[config.mk]
export PLATFORM = sky130hd
export DESIGN_NAME = baud_tick_gen_frac
export DESIGN_NICKNAME = d
export VERILOG_FILES = /design/src/rtl/baud_pkg.sv /design/src/rtl/baud_frac_accum.sv /design/src/rtl/baud_tick_gen_frac.sv
export SDC_FILE = /design/constraint.sdc
export NUM_CORES = 1
export LEC_CHECK = 0
export CAP_MARGIN = 0
export CORE_MARGIN = 3
export CORE_UTILIZATION = 50
export CTS_BUF_LIST = sky130_fd_sc_hd__clkbuf_4 sky130_fd_sc_hd__clkbuf_8
export CTS_CLUSTER_SIZE = 12
export DETAILED_ROUTE_END_ITERATION = 10
export PLACE_DENSITY = 0.75
export REMOVE_ABC_BUFFERS = 1
export SYNTH_ARGS = -nofsm -noshare
export SYNTH_HDL_FRONTEND = slang
export SYNTH_HIERARCHICAL = 1
export SYNTH_SLANG_ARGS = --single-unit
[constraint.sdc]
create_clock -name i_clock -period 3.9 [get_ports i_clock]
set_clock_uncertainty 0.2 [all_clocks]
set_input_delay 0.78 -clock i_clock [delete_from_list [all_inputs] [get_ports i_clock]]
set_output_delay 0.78 -clock i_clock [all_outputs]
set_load 0.1 [all_outputs]
[src/rtl/baud_pkg.sv]
// Shared constants, divisor type and default-divisor helper for the baud
// tick generator family.
package baud_pkg;

  localparam int unsigned OVERSAMPLE_DEF = 16;
  localparam int unsigned DIV_W_DEF      = 16;
  localparam int unsigned FRAC_W_DEF     = 8;

  // Divisor as {integer clocks per oversample tick, fraction in 2^-FRAC_W}
  typedef struct packed {
    logic [DIV_W_DEF-1:0]  div_int;
    logic [FRAC_W_DEF-1:0] div_frac;
  } baud_div_t;

  // floor(clk_hz * 2^frac_w / (baud * oversample)); frac_w = 0 gives the
  // plain integer divisor.
  function automatic longint unsigned calc_default_div(
    input longint unsigned clk_hz,
    input longint unsigned baud,
    input longint unsigned oversample,
    input int unsigned     frac_w
  );
    return (clk_hz << frac_w) / (baud * oversample);
  endfunction

endpackage

[src/rtl/baud_frac_accum.sv]
// Fractional phase accumulator: adds the fraction at every period end and
// presents the overflow as a registered carry that lengthens the next period
// by one clock.
module baud_frac_accum #(
  parameter int unsigned FRAC_W = 8
) (
  input  logic              i_clock,
  input  logic              i_reset,
  input  logic              i_clear,
  input  logic              i_step,
  input  logic [FRAC_W-1:0] i_frac,
  output logic              o_carry
);

  logic [FRAC_W-1:0] r_acc;
  logic              r_carry;
  logic [FRAC_W:0]   w_sum;

  assign w_sum   = {1'b0, r_acc} + {1'b0, i_frac};
  assign o_carry = r_carry;

  // Accumulate on period-end strobes; reset and resync clear the phase.
  always_ff @(posedge i_clock) begin
    if (!i_reset || i_clear) begin
      r_acc   <= '0;
      r_carry <= 1'b0;
    end else if (i_step) begin
      r_acc   <= w_sum[FRAC_W-1:0];
      r_carry <= w_sum[FRAC_W];
    end
  end

endmodule

[src/rtl/baud_tick_gen_frac.sv]
// Programmable baud tick generator: oversample, bit and mid-bit ticks from one
// divider, with a runtime divisor load/ack handshake and RX phase resync.
// Build option: define BAUD_FRAC_EN to add the fractional accumulator;
// without it the fraction input is ignored and the period is div_int.
module baud_tick_gen_frac
  import baud_pkg::*;
#(
  parameter int unsigned CLK_HZ       = 100_000_000,
  parameter int unsigned DEFAULT_BAUD = 19200,
  parameter int unsigned OVERSAMPLE   = OVERSAMPLE_DEF,
  parameter int unsigned DIV_W        = DIV_W_DEF,
  parameter int unsigned FRAC_W       = FRAC_W_DEF
) (
  input  logic              i_clock,
  input  logic              i_reset,
  input  logic              i_enable,
  input  logic [DIV_W-1:0]  i_div_int,
  input  logic [FRAC_W-1:0] i_div_frac,
  input  logic              i_div_load,
  output logic              o_div_ack,
  output logic              o_div_err,
  input  logic              i_resync,
  output logic              o_os_tick,
  output logic              o_bit_tick,
  output logic              o_mid_tick
);

  localparam int unsigned SUB_W = $clog2(OVERSAMPLE);
  localparam logic [SUB_W-1:0] SUB_LAST = SUB_W'(OVERSAMPLE - 1);
  localparam logic [SUB_W-1:0] SUB_MID  = SUB_W'(OVERSAMPLE / 2 - 1);

`ifdef BAUD_FRAC_EN
  localparam longint unsigned DEF_D =
    calc_default_div(CLK_HZ, DEFAULT_BAUD, OVERSAMPLE, FRAC_W);
  localparam logic [DIV_W-1:0]  DEF_INT  = DIV_W'(DEF_D >> FRAC_W);
  localparam logic [FRAC_W-1:0] DEF_FRAC = FRAC_W'(DEF_D);
`else
  localparam longint unsigned DEF_D =
    calc_default_div(CLK_HZ, DEFAULT_BAUD, OVERSAMPLE, 0);
  localparam logic [DIV_W-1:0]  DEF_INT  = DIV_W'(DEF_D);
  localparam logic [FRAC_W-1:0] DEF_FRAC = '0;
`endif

  typedef struct packed {
    logic [DIV_W-1:0]  div_int;
    logic [FRAC_W-1:0] div_frac;
  } div_t;

  div_t             r_div;
  div_t             r_pend_div;
  logic             r_pend;
  logic             r_ack;
  logic             r_err;
  logic [DIV_W-1:0] r_cnt;
  logic [SUB_W-1:0] r_sub;
  logic             r_os;
  logic             r_bit;
  logic             r_mid;

  div_t             w_new;
  logic             w_load_ok;
  logic             w_load_bad;
  logic             w_carry;
  logic [DIV_W:0]   w_last;
  logic             w_end;

  assign w_new.div_int = i_div_int;
`ifdef BAUD_FRAC_EN
  assign w_new.div_frac = i_div_frac;

  baud_frac_accum #(
    .FRAC_W (FRAC_W)
  ) u_accum (
    .i_clock (i_clock),
    .i_reset (i_reset),
    .i_clear (i_resync),
    .i_step  (w_end),
    .i_frac  (r_div.div_frac),
    .o_carry (w_carry)
  );
`else
  logic w_unused_frac;
  assign w_new.div_frac = '0;
  assign w_carry        = 1'b0;
  assign w_unused_frac  = ^{i_div_frac, r_div.div_frac};
`endif

  assign w_load_ok  = i_div_load && (i_div_int >= DIV_W'(2));
  assign w_load_bad = i_div_load && (i_div_int <  DIV_W'(2));

  // Last count of the current period is div_int + carry - 1; ">=" keeps a
  // divisor shrunk while disabled from running past its end.
  assign w_last = {1'b0, r_div.div_int} + {{DIV_W{1'b0}}, w_carry} - (DIV_W+1)'(1);
  assign w_end  = i_enable && !i_resync && ({1'b0, r_cnt} >= w_last);

  // Divisor register, pending-load capture and apply/ack/err pulses.
  // The period-end apply uses only a previously captured request; a load
  // arriving in that same cycle stays pending for the next period end.
  always_ff @(posedge i_clock) begin
    if (!i_reset) begin
      r_div      <= '{div_int: DEF_INT, div_frac: DEF_FRAC};
      r_pend_div <= '0;
      r_pend     <= 1'b0;
      r_ack      <= 1'b0;
      r_err      <= 1'b0;
    end else begin
      r_ack <= 1'b0;
      r_err <= w_load_bad;
      if (w_load_ok) begin
        r_pend     <= 1'b1;
        r_pend_div <= w_new;
      end
      if (i_resync && (r_pend || w_load_ok)) begin
        r_div  <= w_load_ok ? w_new : r_pend_div;
        r_pend <= 1'b0;
        r_ack  <= 1'b1;
      end else if (r_pend && (!i_enable || w_end)) begin
        r_div  <= r_pend_div;
        r_pend <= w_load_ok;
        r_ack  <= 1'b1;
      end
    end
  end

  // Cycle and oversample counters with registered one-cycle tick outputs.
  always_ff @(posedge i_clock) begin
    if (!i_reset) begin
      r_cnt <= '0;
      r_sub <= '0;
      r_os  <= 1'b0;
      r_bit <= 1'b0;
      r_mid <= 1'b0;
    end else begin
      r_os  <= 1'b0;
      r_bit <= 1'b0;
      r_mid <= 1'b0;
      if (i_resync) begin
        r_cnt <= '0;
        r_sub <= '0;
      end else if (w_end) begin
        r_cnt <= '0;
        r_os  <= 1'b1;
        r_bit <= (r_sub == SUB_LAST);
        r_mid <= (r_sub == SUB_MID);
        r_sub <= (r_sub == SUB_LAST) ? '0 : r_sub + SUB_W'(1);
      end else if (i_enable) begin
        r_cnt <= r_cnt + DIV_W'(1);
      end
    end
  end

  assign o_div_ack  = r_ack;
  assign o_div_err  = r_err;
  assign o_os_tick  = r_os;
  assign o_bit_tick = r_bit;
  assign o_mid_tick = r_mid;

endmodule

Yosys cells after proc, flatten, opt, wreduce, memory -nomap -nowiden
Cells that the tools add are included.
- bits in registers: 66
- bits of input ports: 29
- bitwise logic cells: 2
- multiplexer cells: 9
- reductions and logical operators: 16
- $add $sub $neg: 3
- eq/ne operators: 2
- order comparisons: 3
- operator list (cell ; count):
    $mux W24 ; 3
    $ge A16 B17 Y1 ; 1
    $sub A16 B1 Y17 const B ; 1
    $add A16 B1 Y16 const B ; 1
    $ge A16 B2 Y1 const B ; 1
    $lt A16 B2 Y1 const B ; 1
    $logic_and A1 B1 Y1 ; 6
    $reduce_or A3 Y1 ; 2
    $mux W1 ; 5
    $add A4 B1 Y4 const B ; 1
    $eq A4 B3 Y1 const B ; 1
    $eq A4 B4 Y1 const B ; 1
    $mux W4 ; 1
    $reduce_bool A2 Y1 ; 2
    $reduce_or A2 Y1 ; 2
    $logic_not A1 Y1 ; 2
    $logic_or A1 B1 Y1 ; 2
    $not A1 Y1 ; 2

Depth between registers and ports, before layout
Gate-level depths: netlist of run 1.
- depth in word-level cells: 7
- gate-level depth with buffers: 14
- mapped depth without buffers: 13

Worst setup path before layout of run 1
OpenSTA, ideal clock, no wires.
- kind: register to register
- start point: reg r_div[11] in the netlist's numbering
- end point: reg r_cnt[10]
- data arrival time: 3.409 ns
- slack: 0.164 ns
- stages on the path, launching flop included: 13
- clock period less this slack: 3.736 ns
- library setup time: 0.128 ns
- path buffers: 1
- cell sequence: dfxtp_1 -> or4_4 -> or3_1 -> nor4_1 -> xnor2_1 -> ha_1 -> nand4_1 -> nor4_1 -> o22a_1 -> nor3_1 -> o31ai_2 -> clkbuf_1 -> nor2_1
- word-level cells in the longest chain between the ends: 4
- ends and longest elaborated chain (what ; RTL line ; RTL):
    start: declaration ; baud_tick_gen_frac.sv:49 ; div_t r_div;
    start signal: assignment ; baud_tick_gen_frac.sv:101 ; r_div <= '{div_int: DEF_INT, div_frac: DEF_FRAC};
    start signal: assignment ; baud_tick_gen_frac.sv:114 ; r_div <= w_load_ok ? w_new : r_pend_div;
    start signal: assignment ; baud_tick_gen_frac.sv:118 ; r_div <= r_pend_div;
    $sub A16 B1 Y17 ; baud_tick_gen_frac.sv:93 ; assign w_last = {1'b0, r_div.div_int} + {{DIV_W{1'b0}}, w_carry} - (DIV_W+1)'(1);
    $ge A16 B17 Y1 ; baud_tick_gen_frac.sv:94 ; assign w_end = i_enable && !i_resync && ({1'b0, r_cnt} >= w_last);
    $logic_and A1 B1 Y1 ; baud_tick_gen_frac.sv:94 ;
    $reduce_or A3 Y1 (no source line) ; -- ;
    end signal: assignment ; baud_tick_gen_frac.sv:147 ; r_cnt <= r_cnt + DIV_W'(1);
    end: declaration ; baud_tick_gen_frac.sv:54 ; logic [DIV_W-1:0] r_cnt;
No other way between the ends.
A chain may end at the register's enable or synchronous reset.

Final worst setup path of run 1
- start point: reg r_div[11] in the netlist's numbering
- end point: reg r_sub[2]
- word-level cells in the longest chain between the ends: 3
- ends and longest elaborated chain (what ; RTL line ; RTL):
    $sub A16 B1 Y17 ; baud_tick_gen_frac.sv:93 ;
    $ge A16 B17 Y1 ; baud_tick_gen_frac.sv:94 ;
    $logic_and A1 B1 Y1 ; baud_tick_gen_frac.sv:94 ;
    end signal: assignment ; baud_tick_gen_frac.sv:145 ; r_sub <= (r_sub == SUB_LAST) ? '0 : r_sub + SUB_W'(1);
    end: declaration ; baud_tick_gen_frac.sv:55 ; logic [SUB_W-1:0] r_sub;
No other way between the ends.

==> results of run 1 <==
==> report_power, final <==
| group | total (W) | switching, W | internal, W |
|---|---|---|---|
| Sequential | 0.000635 | 0.0000210 | 0.000613 |
| Combinational | 0.000172 | 0.0000906 | 0.0000811 |
| Clock | 0.000572 | 0.000274 | 0.000299 |
==> per-layer routing <==
layer | GRT usage, % | vias to the layer above
met2 | 35.2 | 60
met1 | 25.9 | 1339
li1 | - | 1444
met3 | 6.34 | 7
met5 | 0 | -
met4 | 8.92 | 0
==> cells in the final DEF (no fill, tap or decap), drive strengths merged, types with 10 or more instances in the layout <==
master          n
a21boi         14
nor3           10
a21oi          21
nand3          10
nand4          11
dfxtp          58
xor2           12
clkdlybuf4s50  25
nor2           31
xnor2          16
buf            22
a221o          11
ha             19
nand2          56
==> worst max-delay path, delay by kind of cell (launching register included) <==
kind | cells | cell delay [ps]
simple gates | 8 | 2160
compound gates | 2 | 360
flops | 1 | 320
fa+ha+maj | 1 | 300
buf+inv | 1 | 180
xor+xnor | 1 | 150
==> kinds of logic after synthesis <==
| logic type | after synthesis | share of synthesized area (%) |
|---|---|---|
| and+or+nand+nor | 168 | 26.5 |
| AOI/OAI and AO/OA | 74 | 17.9 |
| DFF | 58 | 36.3 |
| xor gates and xnor gates | 28 | 7.67 |
| buffers and inverters | 22 | 2.90 |
| adders and majority gates | 19 | 7.44 |
| muxes | 4 | 1.25 |
==> how the worst min path moves through the flow <==
stage	to	depth (start not counted)
floorplan	r_pend_div[23]	2
global placement	r_pend_div[12]	2
detailed placement	r_pend_div[19]	2
CTS	r_pend_div[19]	2
global route	r_pend_div[15]	2
finish	r_pend_div[19]	2
==> repair_timing <==
item / 4_1_cts / 5_1_grt
pin swaps: 0 / 4
setup endpoints to repair: 28 / 33
resized for setup: 3 / 8
gates cloned: 0 / 0
==> area by class of cell <==
type,count,area (sq um),area share [%]
Clock inverter,7,78.8,2.01
Sequential cell,58,1160,29.6
Inverter,8,30.0,0.766
Tap cell,75,93.8,2.39
Timing Repair Buffer,47,415,10.6
Multi-Input combinational cell,293,2020,51.5
Clock buffer,9,124,3.16
==> per-stage QoR <==
stage	hold slack (ps)	setup WS, ps
floorplan	254	48.1
global placement	265	-140
detailed placement	273	-280
CTS	284	12.6
global route	313	5.78
finish	282	171
==> cell usage after synthesis, types with 2 or more instances <==
cell and instances:
dfxtp_1 58, nand2_1 56, nor2_1 31, a21oi_1 21, ha_1 19, xnor2_1 16
a21boi_0 14, xor2_1 12, a221o_1 11, nand4_1 11, nand3_1 10, clkbuf_1 9
nor3_1 9, inv_1 8, nor3b_1 7, nor4_1 7, and3_1 6, nand2b_1 5
nor2b_1 5, o21ai_0 5, or3_1 5, mux2i_1 4, o21a_1 4, and2_1 3
or4_1 3, buf_2 2, buf_4 2, o311a_1 2, o31ai_1 2, or4_4 2
==> registers in the layout, indices dropped and copies added (netlist names) <==
name,cells
r_pend_div,16
r_cnt,16
r_div,16
r_pend,1
o_os_tick,1
o_div_err,1
o_mid_tick,1
r_sub,4
o_div_ack,1
o_bit_tick,1
==> results.cfg, run 1 <==
[detailed_routing]
dr_wl_met2_mm = 3.61
drt_wl_total_mm = 7.44
route.met3.wl_um = 306
via_per_inst = 5.73
route.detailed.wl_per_inst_um = 15.0
drt_iter0_drc = 134
dr.max_layer_used = met4
met1Wirelength_mm = 3.46
drtPass1Iterations = 4
final_antenna_net_count = 0
vias = 2850
drcViolationCount = 0

[sta]
hold_viol = 0
rsz0062_at_grt = false
maxSlewHeadroom_pct = 34.0
tns_ps = 0
min_period_ps = 3730
fmax_mhz = 268
tightest_slew_ps = 986
slew_viol_final = 0
fin_crit_sh_pct = 95.6
setup_viol = 0

[logic_synthesis]
synth_area_leaders = dfxtp_1 36%, ha_1 7.4%, nand2_1 6.6%
synth.distinct_cells = 54
netlist_area_sq_um = 3200
yosysWarnings = 6
netlist_instances = 373
synthArstFlopShare_pct = 0
yosysSeqAreaShare_pct = 36.3
yosys.area.top_type = dfxtp_1
syn_avg_cell_area_sq_um = 8.57
synthFlopType = dfxtp_1
synth_edf_count = 0
yosysTopAreaCellShare_pct = 36.3
synth-seq-cells = 58

[die]
start_util_pct = 52.7
die_w_um = 86.0
coreArea_sq_um = 6060
io_pins = 34
die-area_sq_um = 7390
die_h_um = 86.0
row_count = 28

[clocking]
path_clk_slew_ps = 80
cts_tree = built
htree_levels = 3
cts.path.max_buffers = 2
cts-buffers-inserted = 9
cts_setup_buffers = 0
cts_root_buf = clkbuf_8
ctsHoldBuffers = 0
cts.sinks = 58
insertion_delay_ps = 350

[critical_path]
critical_path_class = reg2reg
reg2regPathDepth = 13
endpoint = r_sub[2]
cp_slowest_cell = or4_4
crit_fanout = 6
arrival_ps = 3800
cp-startpoint = r_div[11]
regToRegSetupSlack_ps = 170
endpoint_kind = flop
r2r_end = r_sub[2]
worstReg2RegStart = r_div[11]
slowest_delay_ps = 550
crit_chain = or4_4 -> or3_4 -> nor2_2 -> nand2_1 -> xor2_1 -> ha_1 -> nand3_1 -> nor2_1 -> o2bb2ai_2 -> nor3_1 -> buf_4 -> or4_1 -> a21oi_1
start_kind = flop
critical_path_required_ps = 3970

[cells_and_area]
syn_to_final_growth_pct = 22.6
final_area_sq_um = 3920
nNetsFinal = 465
fin_util_pct = 64.7
layout.cells.non_filler = 497
layout-drive-gt1-share_pct = 12.8
diodes = 0
fill_cells = 505

[power]
powerDensity_nw_per_um2 = 352
power.total_w = 0.00138
p_leak_nw = 1.47
peakVddDrop_mv = 0.277

[grt]
antenna_found_initial = 0
track_usage_pct = 21.4
first_global_vias = 2783
grt_max_degree = 27
gr-total-overflow = 0
grt_first_pass_wirelength_mm = 12.5

[placement]
hpwl_mm = 5.38
io_buffers = 25
routabilityCongestion = 0.854
place_inst = 481
dpl-instance-area_sq_um = 3640

[worst_hold_path]
hold_class = reg2reg
worstHoldStart = r_pend_div[19]

[outcome]
status = finished, final reports clean

[job]
drv.max_cap_violation_count = 0
Power figures use the tool's default switching activity.
==> inputs of run 2 (changes only) <==
--- a/config.mk
+++ b/config.mk
@@ -6,7 +6,7 @@
 export NUM_CORES = 1
 export LEC_CHECK = 0
 export CAP_MARGIN = 0
-export CORE_MARGIN = 3
+export CORE_MARGIN = 2
 export CORE_UTILIZATION = 50
 export CTS_BUF_LIST = sky130_fd_sc_hd__clkbuf_4 sky130_fd_sc_hd__clkbuf_8
 export CTS_CLUSTER_SIZE = 12
==> run 2 against run 1 <==
Core utilization decreased by 2.0 points. Die area down 4.6%. Register-to-register slack got worse by 30 ps. Critical path type unchanged. Largest cell class unchanged.
==> results.cfg, run 2 (synthesis results as in run 1) <==
[sta]
tightest_slew_ps = 965
fmax_mhz = 266
slew_viol_final = 0
setup_viol = 0
hold_viol = 0
maxSlewHeadroom_pct = 35.5
whs_ps = 287
min_period_ps = 3760
fin_crit_sh_pct = 96.4

[power]
p_switching_w = 0.000352
power.total_w = 0.00130
powerDensity_nw_per_um2 = 330
p_seq_share_pct = 48.7
switching_share_pct = 27.1
power_frac_clock_pct = 37.2
pwr-share-comb_pct = 14.1
p_leak_nw = 1.50
peakVddDrop_mv = 0.230
intPower_w = 0.000947

[critical_path]
worstReg2RegStart = r_div[11]
critical_path_class = reg2reg
arrival_ps = 3830
start_kind = flop
crit_fanout = 6
reg2regPathDepth = 13
regToRegSetupSlack_ps = 140
r2r_end = r_sub[2]
endpoint_kind = flop
critical_path_required_ps = 3970

[detailed_routing]
final_antenna_net_count = 0
via_per_inst = 5.69
vias = 2874
route.detailed.wl_per_inst_um = 14.8
drt_wl_total_mm = 7.46
drcViolationCount = 0
drtPass1Iterations = 4
drt_iter0_drc = 158

[cells_and_area]
diodes = 0
syn_to_final_growth_pct = 23.2
layout.cells.non_filler = 505
fill_cells = 532
mostFrequentLayoutCell = dfxtp_1
reg_top3 = r_cnt: 16 flops, r_div: 16 flops, r_pend_div: 16 flops
layout-drive-gt1-share_pct = 14.7
final_area_sq_um = 3940
final_cell_mix = 58 x dfxtp_1, 56 x nand2_1, 30 x nor2_1
multi_input_area_sq_um = 2020
regArea_sq_um = 1160
nNetsFinal = 472

[clocking]
htree_levels = 3
cts_setup_buffers = 0
insertion_delay_ps = 340
cts.sinks = 58
cts_tree = built
cts_root_buf = clkbuf_8
ctsHoldBuffers = 0
cts-buffers-inserted = 9
path_clk_slew_ps = 60
cts.path.max_buffers = 2

[worst_hold_path]
worstHoldStart = r_pend_div[17]
worst_hold_path.endpoint = r_pend_div[17]
hold_class = reg2reg
min_path_cells = 2

[outcome]
status = finished, final reports clean

[placement]
io_buffers = 25
routabilityCongestion = 0.853
dpl-instance-area_sq_um = 3700
hpwl_mm = 5.67
place_inst = 490

[die]
coreArea_sq_um = 6280
die_h_um = 84.0
io_pins = 34
die_w_um = 84.0
die-area_sq_um = 7050
row_count = 29
start_util_pct = 50.9

[grt]
grt_max_degree = 33
gr-total-overflow = 0
grt_first_pass_wirelength_mm = 12.6
first_global_vias = 2692
track_usage_pct = 22.1
antenna_found_initial = 0

[job]
drv.max_cap_violation_count = 0
run 2: changes by cell type in the layout (fill, tap and decap cells not counted), moves of 2 or more:
cell / change
buf_4: +7
nor3_1: -2
clkinv_4: -2
clkbuf_4: +3
clkinvlp_4: -2
clkinv_2: +2
nor3_2: +2
run 2: how the worst max path moves through the flow:
stage,from,to,slack (ps)
floorplan,r_div[11],r_div[11],50
global placement,r_div[11],r_div[12],-270
detailed placement,r_div[11],r_div[11],-360
CTS,r_div[11],r_div[11],30
global route,r_div[11],r_sub[2],-40
finish,r_div[11],r_sub[2],140
run 2: cell type report:
class | count | area share, %
Sequential cell | 58 | 29.5
Clock inverter | 3 | 0.445
Clock buffer | 12 | 3.72
Timing Repair Buffer | 54 | 11.9
Tap cell | 77 | 2.45
Multi-Input combinational cell | 293 | 51.3
Inverter | 8 | 0.763
run 2: what timing repair did:
item / CTS / global route
gates resized for setup: 4 / 9
pin swaps: 0 / 6
setup endpoints to repair: 28 / 37
hold endpoints to repair: 0 / 0
run 2: through the flow:
stage	setup TNS [ps]	util, %	setup WS (ps)
5_1_grt	-146	62.7	-44.1
4_1_cts	0	62.0	28.9
3_3_place_gp	-4590	58.9	-266
2_1_floorplan	0	-	48.1
6_report	0	62.7	140
3_5_place_dp	-7310	58.9	-361
run 2: layer usage:
layer	track usage, %	up-vias	routed length (um)
met3	6.43	11	329
met2	36.8	67	3650
li1	-	1457	-
met4	6.89	0	115
met1	27.7	1339	3360
met5	0	-	0
run 2: worst max-delay path: stages, from the launching register on:
cell     delay, ps
dfxtp_1        310
or4_4          550
or3_4          400
nor2_2         130
nand2_1         70
xor2_1         150
ha_1           300
nand3_1        170
nor3_2         240
o31a_1         240
nor3_1         120
buf_4          170
or4_1          500
a21oi_1        140
run 2: power groups by stage:
stage	logic, W	clock network, W	registers (W)
after floorplan	0.0000923	0	0.000647
after global placement	0.000169	0	0.000645
after detailed placement	0.000174	0	0.000646
after CTS	0.000178	0.000492	0.000632
after global routing	0.000200	0.000517	0.000636
final	0.000183	0.000483	0.000633
==> inputs of run 3 (changes only) <==
==> constraint.sdc (replaced) <==
create_clock -name i_clock -period 3.9 [get_ports i_clock]
set_clock_uncertainty 0.2 [all_clocks]
set_input_delay 0.585 -clock i_clock [delete_from_list [all_inputs] [get_ports i_clock]]
set_output_delay 0.585 -clock i_clock [all_outputs]
set_load 0.1 [all_outputs]
==> run 3 against run 2 <==
Register-to-register slack worse by 50 ps. Worst hold slack got worse by 5.9 ps. Core utilization rose by 0.44 points. Die area is the same. Combinational power barely moved. Highest routed layer unchanged. Final area is 0.70% higher. Sequential share of layout area down 0.20 points.
==> results.cfg, run 3 (synthesis results as in run 1) <==
[sta]
setup_viol = 0
hold_viol = 0
maxSlewHeadroom_pct = 35.5
whs_ps = 282
fin_crit_sh_pct = 97.7
fmax_mhz = 262
tns_ps = 0
setup_ws_ps = 89.0
slew_viol_final = 0
min_period_ps = 3810
tightest_slew_ps = 964

[power]
peakVddDrop_mv = 0.351
power.total_w = 0.00134
p_leak_nw = 1.50
powerDensity_nw_per_um2 = 337

[clocking]
cts_tree = built
cts.sinks = 58
insertion_delay_ps = 360
cts-buffers-inserted = 9
path_clk_slew_ps = 70
cts_root_buf = clkbuf_8
htree_levels = 3
cts.path.max_buffers = 2

[detailed_routing]
route.detailed.wl_per_inst_um = 14.9
final_antenna_net_count = 0
drt_wl_total_mm = 7.51
drcViolationCount = 0
via_per_inst = 5.64
drt_iter0_drc = 132
drtPass1Iterations = 4
vias = 2847

[critical_path]
start_kind = flop
worstReg2RegStart = r_div[11]
crit_fanout = 6
reg2regPathDepth = 14
regToRegSetupSlack_ps = 90
r2r_end = r_sub[2]
endpoint_kind = flop
critical_path_required_ps = 3980
critical_path_class = reg2reg
arrival_ps = 3890

[grt]
grt_max_degree = 39
first_global_vias = 2575
gr-total-overflow = 0
antenna_found_initial = 0
grt_first_pass_wirelength_mm = 12.1
track_usage_pct = 21.3

[placement]
place_inst = 487
routabilityCongestion = 0.824
hpwl_mm = 5.39
io_buffers = 25
dp_worst_setup_slack_ps = -313

[die]
die_w_um = 84.0
row_count = 29
die-area_sq_um = 7050
coreArea_sq_um = 6280
die_h_um = 84.0
io_pins = 34
start_util_pct = 50.9

[cells_and_area]
layout-drive-gt1-share_pct = 14.7
nNetsFinal = 471
diodes = 0
layout.cells.non_filler = 505
mostFrequentLayoutCell = dfxtp_1
final_cell_mix = 58 x dfxtp_1, 56 x nand2_1, 30 x nor2_1
reg_top3 = r_cnt: 16 flops, r_div: 16 flops, r_pend_div: 16 flops
syn_to_final_growth_pct = 24.0

[worst_hold_path]
worst_hold_path.endpoint = r_pend_div[20]
min_path_cells = 2
worstHoldStart = r_pend_div[20]
hold_class = reg2reg

[outcome]
status = finished, final reports clean

[job]
drv.max_cap_violation_count = 0
==> run 3: changes by cell type in the layout (fill, tap and decap cells not counted), sizes merged <==
cell	delta
clkbuf	-2
inv	+1
buf	-1
clkinvlp	+2
==> run 3: per-layer routing <==
layer | global-route usage, % | vias up | wire length [um]
met1 | 26.7 | 1314 | 3430
met2 | 35.6 | 64 | 3610
li1 | - | 1457 | -
met3 | 6.03 | 12 | 309
met4 | 6.30 | 0 | 155
met5 | 0 | - | 0
==> run 3: worst max path at each step <==
stage | startpoint | endpoint | slack (ps)
final | r_div[11] | r_sub[2] | 90
after global routing | r_div[11] | r_sub[2] | -30
after CTS | r_div[11] | r_cnt[8] | 50
after detailed placement | r_div[11] | r_div[22] | -310
after global placement | r_div[11] | r_div[22] | -260
after floorplan | r_div[11] | r_div[11] | 50
==> run 3: critical path, cell delays in order, from the launching register on <==
cell and delay (ps):
dfxtp_1 320, or4_4 550, buf_4 160, nor3_2 200, buf_4 160, nand2_1 60
xor2_1 170, ha_1 290, nand4_1 170, nor4_1 310, o22a_1 240, nor3_1 110
buf_4 170, or4_1 500, a21oi_1 150
==> run 3: timing repair <==
item                       4_1_cts  5_1_grt
pin swaps                        0        4
hold buffers                     0        0
gates resized for setup          4        9
setup buffers                    0        2
setup endpoints to repair       28       38
==> run 3: per-stage QoR <==
| stage | util [%] | cell area [sq um] |
|---|---|---|
| after floorplan | - | 3130 |
| after global placement | 58.6 | 3680 |
| after detailed placement | 58.6 | 3680 |
| after CTS | 61.8 | 3880 |
| after global routing | 63.2 | 3970 |
| final | 63.2 | 3970 |
==> run 3: layout make-up <==
cell class	count	area, sq um
tap	77	96.3
sequential	58	1160
timing repair buffer	53	485
clock buffer	10	138
multi-input combinational	293	2010
clock inverter	6	41.3
inverter	8	30.0
fill	539	2310
==> run 3: where the power goes <==
| group | switching [W] | internal [W] |
|---|---|---|
| logic | 0.0000965 | 0.0000895 |
| clock network | 0.000270 | 0.000247 |
| registers | 0.0000189 | 0.000614 |
==> edit: new RTL, settings of run 2 <==
Change the package constant `FRAC_W_DEF` from 8 to 6.
--- a/src/rtl/baud_pkg.sv
+++ b/src/rtl/baud_pkg.sv
@@ -4,7 +4,7 @@
 
   localparam int unsigned OVERSAMPLE_DEF = 16;
   localparam int unsigned DIV_W_DEF      = 16;
-  localparam int unsigned FRAC_W_DEF     = 8;
+  localparam int unsigned FRAC_W_DEF     = 6;
 
   // Divisor as {integer clocks per oversample tick, fraction in 2^-FRAC_W}
   typedef struct packed {
Ports: changed (resized i_div_frac); port bits go from 34 to 32. The function was not compared with the original's and may differ.
==> edit against run 2 <==
Total power increased by 0.26%. First-iteration DRC count down 44%. Core utilization increased by 1.1 points. Routed wire length fell by 10%. Final area decreased by 2.9%. Synthesized area is 1.4% lower. Sequential cell count is the same. Setup slack better by 0.048 ns. Sequential share of layout area increased by 0.88 points. Clock power increased by 4%.
==> edit: results (changes against run 2) <==
* Global-route wire length before repair at 11.4 mm (-9.9%)
* Sequential fraction of the synthesis area at 36.8% (+0.50 points)
* ClkCell Share at 4.58% (+0.42 points)
* # fillers at 502 (-5.6%)
* Layout non-clock buf frac at 10.8% (-1.1 points)
* Layout cells sized above 1 at 14.4% (-0.29 points)
* Netlist cell types at 57 (+5.6%)
* R2r endpoint: r_div[17]
* CP max stage delay at 0.53 ns (-0.02 ns)
* Gpl congestion at 0.841 (-1.5%)
* Peak supply drop at 0.262 mV (+14%)
* Seq_cells at 58 (unchanged)
* Placed instance area at 3570 µm² (-3.4%)
* Area contributors post-synth: dfxtp_1, ha_1, nor2_1
* Post-synthesis instance area at 3150 µm² (-1.4%)
* Post-Layout Cell Count at 477 (-5.5%)
* Pin count of the biggest net entering global routing at 19 (-42%)
* Place WS at -0.0482 ns (+0.313 ns)
* Area Overhead vs Synth at 21.3%
* Area occupied by multi-input gates at 1960 µm² (-3.0%)
* Leading post-synthesis cells by instance count: dfxtp_1, nor2_1, nand2_1, ha_1, mux2i_1
* Non-CTS buffers at 45 (-17%)
* Tot Pwr at 1.30 mW (+0.26%)
* Syn avg cell area at 8.86 µm² (+3.3%)
* Gr usage total at 20.1% (-2.0 points)
* Hold path depth at 1 (-1)
* Non-clk invs at 6 (-2)
* DR iter-0 viols at 88 (-44%)
* Sw Pwr at 0.340 mW (-3.5%)
* Worst slew pin tran at 0.967 ns (+0.00261 ns)
* Min-delay src: r_pend_div[11]
* Critical Path AT at 3.74 ns (-0.09 ns)
* Number of global-route vias before repair at 2475 (-8.1%)
* Hold WS at 0.266 ns (-0.0219 ns)
* Multi-input gates at 277 (-5.5%)
* LEAKAGE at 1.52 nW (+1.5%)
* Status: completed
* Fin nets at 443 (-6.1%)
* Endpoint of the worst hold path: r_div[11]
* Clk network pwr share at 38.4% (+1.2 points)
* WL/cell at 14.0 µm (-5.0%)
* DR vias at 2671 (-7.1%)
-- edit: cell types whose count changed in the layout (fill, tap and decap cells not counted), sizes merged, moves of 5 or more --
cell    change
nor3b       -5
nor2       +16
nand2      -13
buf         -9
nand3b      +5
a21oi      -11
nor2b       +6
a21boi      -8
mux2i      +13
-- edit: layer usage --
metal | track usage (%) | wire [µm]
met1 | 24.5 | 3080
met5 | 0 | 0
met3 | 4.37 | 207
met2 | 33.0 | 3220
met4 | 11.3 | 180
-- edit: how the worst max path moves through the flow --
stage / startpoint / to / slack, ns / cells past startpoint
floorplan: i_div_int[13] / r_div[10] / -0.68 / 7
global placement: r_div[9] / r_div[10] / -0.04 / 12
detailed placement: r_div[9] / r_div[19] / -0.05 / 12
CTS: r_div[6] / r_div[17] / 0.01 / 16
global route: r_div[6] / r_sub[3] / 0.03 / 16
finish: r_div[9] / r_div[17] / 0.19 / 13
-- edit: worst max-delay path, delay by kind of cell, from the launching register on --
kind / cells / cell delay, ns
xor gates and xnor gates: 1 / 0.09
adders and majority gates: 1 / 0.32
DFF: 1 / 0.31
and+or+nand+nor: 6 / 1.51
AOI/OAI and AO/OA: 3 / 0.83
buffers and inverters: 2 / 0.34
-- edit: kinds of logic (layout without fill, tap and decap cells) --
group                      count (synthesis)  in the layout  synth area share [%]
adders and majority gates                 19             19                  7.54
AOI/OAI and AO/OA                         52             52                  12.3
muxes                                     17             17                  5.40
xor gates and xnor gates                  28             28                  7.78
DFF                                       58             58                  36.8
buffers and inverters                     21             67                  3.65
and+or+nand+nor                          161            161                  26.5
-- edit: repair_timing --
item,in CTS,in global routing
hold endpoints to repair,0,0
buffers inserted,0,0
endpoints found under the setup margin,12,37
pin swaps,0,1
gates cloned,0,1
hold buffers,0,0
gates resized for setup,2,15
